==> src/rtl/snake_master_state_machine.sv <==
// Snake game master controller: push-button conditioning plus the IDLE/PLAY/WIN/FAIL FSM.
// Optional macro COLLISION_FAIL_EN makes Collision a FAIL cause in PLAY.
module snake_master_state_machine #(
  parameter int DEBOUNCE_CYCLES = 1000000,
  parameter int DEBOUNCE_WIDTH  = 20,
  parameter int WIN_SCORE       = 10
) (
  input  logic       CLK,
  input  logic       RESET_N,
  input  logic [3:0] BUTTONS,
  input  logic [3:0] Score,
  input  logic       time_is_up,
  input  logic       Collision,
  output logic [1:0] Play_State,
  output logic [3:0] BTN_PULSE,
  output logic       GAME_CLEAR
);

  typedef enum logic [1:0] {
    IDLE = 2'b00,
    PLAY = 2'b01,
    WIN  = 2'b10,
    FAIL = 2'b11
  } state_t;

  localparam logic [DEBOUNCE_WIDTH-1:0] CNT_LAST = DEBOUNCE_WIDTH'(DEBOUNCE_CYCLES - 1);
  localparam logic [31:0] WIN_SCORE_VEC = WIN_SCORE;
  localparam logic [3:0]  WIN_LEVEL     = WIN_SCORE_VEC[3:0];

  state_t                    state, state_next;
  logic                      clear, clear_next;
  logic [3:0]                sync1, sync2, deb, deb_prev, pulse;
  logic [DEBOUNCE_WIDTH-1:0] cnt [4];
  logic                      fail_cond;

  always_ff @(posedge CLK or negedge RESET_N) begin
    if (!RESET_N) begin
      sync1    <= '0;
      sync2    <= '0;
      deb      <= '0;
      deb_prev <= '0;
      pulse    <= '0;
      for (int unsigned i = 0; i < 4; i++) cnt[i] <= '0;
    end else begin
      sync1    <= BUTTONS;
      sync2    <= sync1;
      deb_prev <= deb;
      pulse    <= deb & ~deb_prev;
      for (int unsigned i = 0; i < 4; i++) begin
        if (sync2[i] == deb[i]) begin
          cnt[i] <= '0;
        end else if (cnt[i] == CNT_LAST) begin
          deb[i] <= sync2[i];
          cnt[i] <= '0;
        end else begin
          cnt[i] <= cnt[i] + 1'b1;
        end
      end
    end
  end

`ifdef COLLISION_FAIL_EN
  assign fail_cond = time_is_up | Collision;
`else
  logic unused_collision;
  assign unused_collision = Collision;
  assign fail_cond        = time_is_up;
`endif

  always_comb begin
    state_next = state;
    clear_next = 1'b0;
    case (state)
      IDLE: if (|pulse) state_next = PLAY;
      PLAY: begin
        // WIN is checked first so it beats a simultaneous timeout or collision
        if (Score >= WIN_LEVEL) state_next = WIN;
        else if (fail_cond)     state_next = FAIL;
      end
      WIN, FAIL: begin
        if (|pulse) begin
          state_next = IDLE;
          clear_next = 1'b1;
        end
      end
      default: state_next = IDLE;
    endcase
  end

  always_ff @(posedge CLK or negedge RESET_N) begin
    if (!RESET_N) begin
      state <= IDLE;
      clear <= 1'b0;
    end else begin
      state <= state_next;
      clear <= clear_next;
    end
  end

  assign Play_State = state;
  assign BTN_PULSE  = pulse;
  assign GAME_CLEAR = clear;

endmodule

==> config.mk <==
export PLATFORM = sky130hd
export DESIGN_NAME = snake_master_state_machine
export DESIGN_NICKNAME = d
export VERILOG_FILES = /design/src/rtl/snake_master_state_machine.sv
export SDC_FILE = /design/constraint.sdc
export NUM_CORES = 1
export LEC_CHECK = 0
export ABC_CLOCK_PERIOD_IN_PS = 2700
export BUFFER_PORTS_ARGS = -buffer_cell sky130_fd_sc_hd__buf_4
export CELL_PAD_IN_SITES_DETAIL_PLACEMENT = 1
export CELL_PAD_IN_SITES_GLOBAL_PLACEMENT = 2
export CORE_ASPECT_RATIO = 0.8
export CORE_MARGIN = 5
export CORE_UTILIZATION = 40
export DETAILED_ROUTE_END_ITERATION = 7
export GPL_TIMING_DRIVEN = 0
export HOLD_SLACK_MARGIN = 0.12
export PLACE_DENSITY = 0.84
export SLEW_MARGIN = 20
export SYNTH_ARGS = -nofsm -noshare
export SYNTH_HDL_FRONTEND = slang
export SYNTH_SLANG_ARGS = --single-unit
==> constraint.sdc <==
create_clock -name CLK -period 2.7 [get_ports CLK]
set_input_delay 0.54 -clock CLK [delete_from_list [all_inputs] [get_ports CLK]]
set_output_delay 0.54 -clock CLK [all_outputs]
set_load 0.03 [all_outputs]
==> flow_summary.toml <==
[placed_design]
dp_cells = 639
io_buffers = 16
globalplace.congestion = 0.762
placed_cell_area_sq_mm = 0.00509
dp_hpwl_mm = 6.94

[floorplanning]
die_w_um = 132
core-area_sq_mm = 0.0116
die-area_sq_mm = 0.0143
io-pin-count = 19
rows = 35
initial_core_util = 0.412
fp.dieH_um = 108

[sta]
hold_viol_final = 0
max_freq_mhz = 458
period_minus_slack_ns = 2.18
fin_crit_sh = 0.808
setup-tns-final_ns = 0
worst_pin_slew_ns = 0.935
slew_viol_final = 0
relSlewSlack = 0.377
rsz0062_at_grt = "no"
setup_violations = 0
finClkSkew_ns = 0.00871

[synthesis]
syn-cell-area_sq_mm = 0.00478
yosys_warnings = 0
synthArstFlopShare = 1.00
yosys.area.top_type_share = 0.539
ys_top_cells_by_area = "dfrtp_1 (54%), xnor2_1 (5.5%), nor2_1 (4.8%)"
ys_ff_latch = 103
synth-edff-count = 0
synthFlopType = "dfrtp_1"
avgSynthCellArea_sq_um = 10.1
yosysTopAreaCell = "dfrtp_1"
seq_area_frac_synth = 0.539
ys_types = 41
syn_inst = 475
syn_nets = 491

[clock_tree]
numCtsBuffers = 9
cts_setup_buffers = 0
cts_max_path_buffers = 2
htreeDepth = 3
cts_root_buf = "clkbuf_16"
cts_hold_buf = 0
path_clk_slew_ns = 0.07
cts_tree = "built"
insertion_delay_ns = 0.35
cts_sinks = 103
ctsResizeCount = 0

[setup_path]
ff2ff_path_depth = 6
startpoint_type = "register"
path_class = "reg -> reg"
critical_path.max_fanout = 7
required_ns = 2.96
crit_path_end_kind = "register"
r2r_start = "cnt[60]"
worstSetupStartpoint = "cnt[60]"
cp_data_arrival_time_ns = 2.44

[route]
wl_mm = 10.1
drc = 0
drtAntennaViolNets = 0
drt_iter0_drc = 196
via_count = 3529
vias_per_cell = 5.40
firstDrtPassIters = 6
wl_per_cell_um = 15.4

[power_and_ir_drop]
power_uw = 2900
p_int_uw = 2240
p_switching_uw = 664
power_frac_clock = 0.421
netSwitchingFraction = 0.229
leakage_uw = 0.00219
ir_drop_v = 0.000312
p_per_area_mw_per_mm2 = 541
p_comb_frac = 0.034
pwr-share-seq = 0.545

[grt]
grt_pass1_vias = 3671
grt_max_degree = 104
gr-total-overflow = 0
track_usage = 0.152
grt_pass1_wl_mm = 17.9
antenna_found_initial = 0

[layout]
syn_to_final_growth_pct = 12.1
diodes = 0
nets = 518
final_cells = 653
drive_above_1_share = 0.105
layout_common_cells = "dfrtp_1 (103), nor2_1 (61), nand3_1 (33)"
design_area_sq_mm = 0.00536
final_common_cell = "dfrtp_1"

[flow_run]
maxCapViolations = 0

[worst_hold_path]
hp-class = "in -> reg"
whs_path_depth = 1
hp-start = "BUTTONS[1]"

[status]
status = "finished, final reports clean"
==> synthesized netlist by cell type (3+ instances only) <==
| master | n |
|---|---|
| a21oi_1 | 25 |
| and2_1 | 4 |
| and3_1 | 7 |
| buf_2 | 6 |
| clkbuf_1 | 5 |
| dfrtp_1 | 103 |
| ha_1 | 4 |
| inv_1 | 17 |
| mux2_2 | 4 |
| nand2_1 | 27 |
| nand3_1 | 33 |
| nand3b_1 | 3 |
| nand4_1 | 9 |
| nand4b_1 | 4 |
| nor2_1 | 61 |
| nor2b_1 | 6 |
| nor3_1 | 13 |
| nor4_1 | 12 |
| o21ai_0 | 20 |
| o31ai_1 | 10 |
| or3_1 | 10 |
| or4_1 | 17 |
| or4b_1 | 3 |
| xnor2_1 | 30 |
| xor2_1 | 19 |
==> cells by family (layout without fill, tap and decap cells) <==
| kind of cell | count (synthesis) | after routing | share of synthesized area |
|---|---|---|---|
| compound gates | 62 | 62 | 0.0738 |
| xor+xnor | 49 | 49 | 0.0897 |
| fa+ha+maj | 4 | 4 | 0.0105 |
| buf+inv | 30 | 60 | 0.0256 |
| flops | 103 | 103 | 0.539 |
| mux | 4 | 4 | 0.00942 |
| simple gates | 223 | 223 | 0.252 |
==> final cells by class <==
class	count	area [sq um]
multi-input combinational	342	2080
buffer	13	58.8
inverter	17	63.8
sequential	103	2580
clock buffer	10	239
timing repair buffer	16	124
clock inverter	4	31.3
tap	148	185
fill	1298	6240
==> worst paths after layout <==
| path | end | slack [ns] |
|---|---|---|
| max | cnt[78] | 0.52 |
| min | sync1[1] | 0.29 |
| max reg2reg | cnt[78] | 0.52 |
| min reg2reg | sync2[1] | 0.35 |
| max in group asynchronous | cnt[33] | 1.77 |
| min in group asynchronous | cnt[57] | 0.30 |
==> critical path: stages (launching register included) <==
cell      delay, ns
dfrtp_1        0.39
ha_1           0.25
nand2_1        0.12
or4_1          0.52
clkbuf_2       0.17
or4_1          0.48
a21oi_1        0.16
==> sequential cells by signal, indices dropped and copies added (netlist names) <==
name        flops
cnt            80
BTN_PULSE       4
deb             4
deb_prev        4
sync1           4
sync2           4
Play_State      2
GAME_CLEAR      1
==> power by group through the flow <==
| stage | sequential [uW] | clock [uW] | combinational (uW) |
|---|---|---|---|
| after floorplan | 1610 | 0 | 46.2 |
| after global placement | 1610 | 0 | 100 |
| after detailed placement | 1610 | 0 | 105 |
| after CTS | 1580 | 1270 | 105 |
| after global routing | 1580 | 1320 | 118 |
| final | 1580 | 1220 | 99.3 |
==> layer usage <==
layer / vias to the layer above / GRT usage / wire (um)
li1: 1733 / - / -
met1: 1762 / 0.205 / 5030
met2: 24 / 0.247 / 4670
met3: 10 / 0.0346 / 245
met4: 0 / 0.0414 / 121
met5: - / 0 / 0
==> through the flow <==
stage	worst slack (ns)	utilization	hold WS [ns]
finish	0.517	0.462	0.294
CTS	0.504	0.462	0.280
global route	0.352	0.462	0.281
detailed placement	0.510	0.439	0.341
global placement	0.569	0.438	0.335
floorplan	0.725	-	0.244
(Power assumes the default switching activity.)
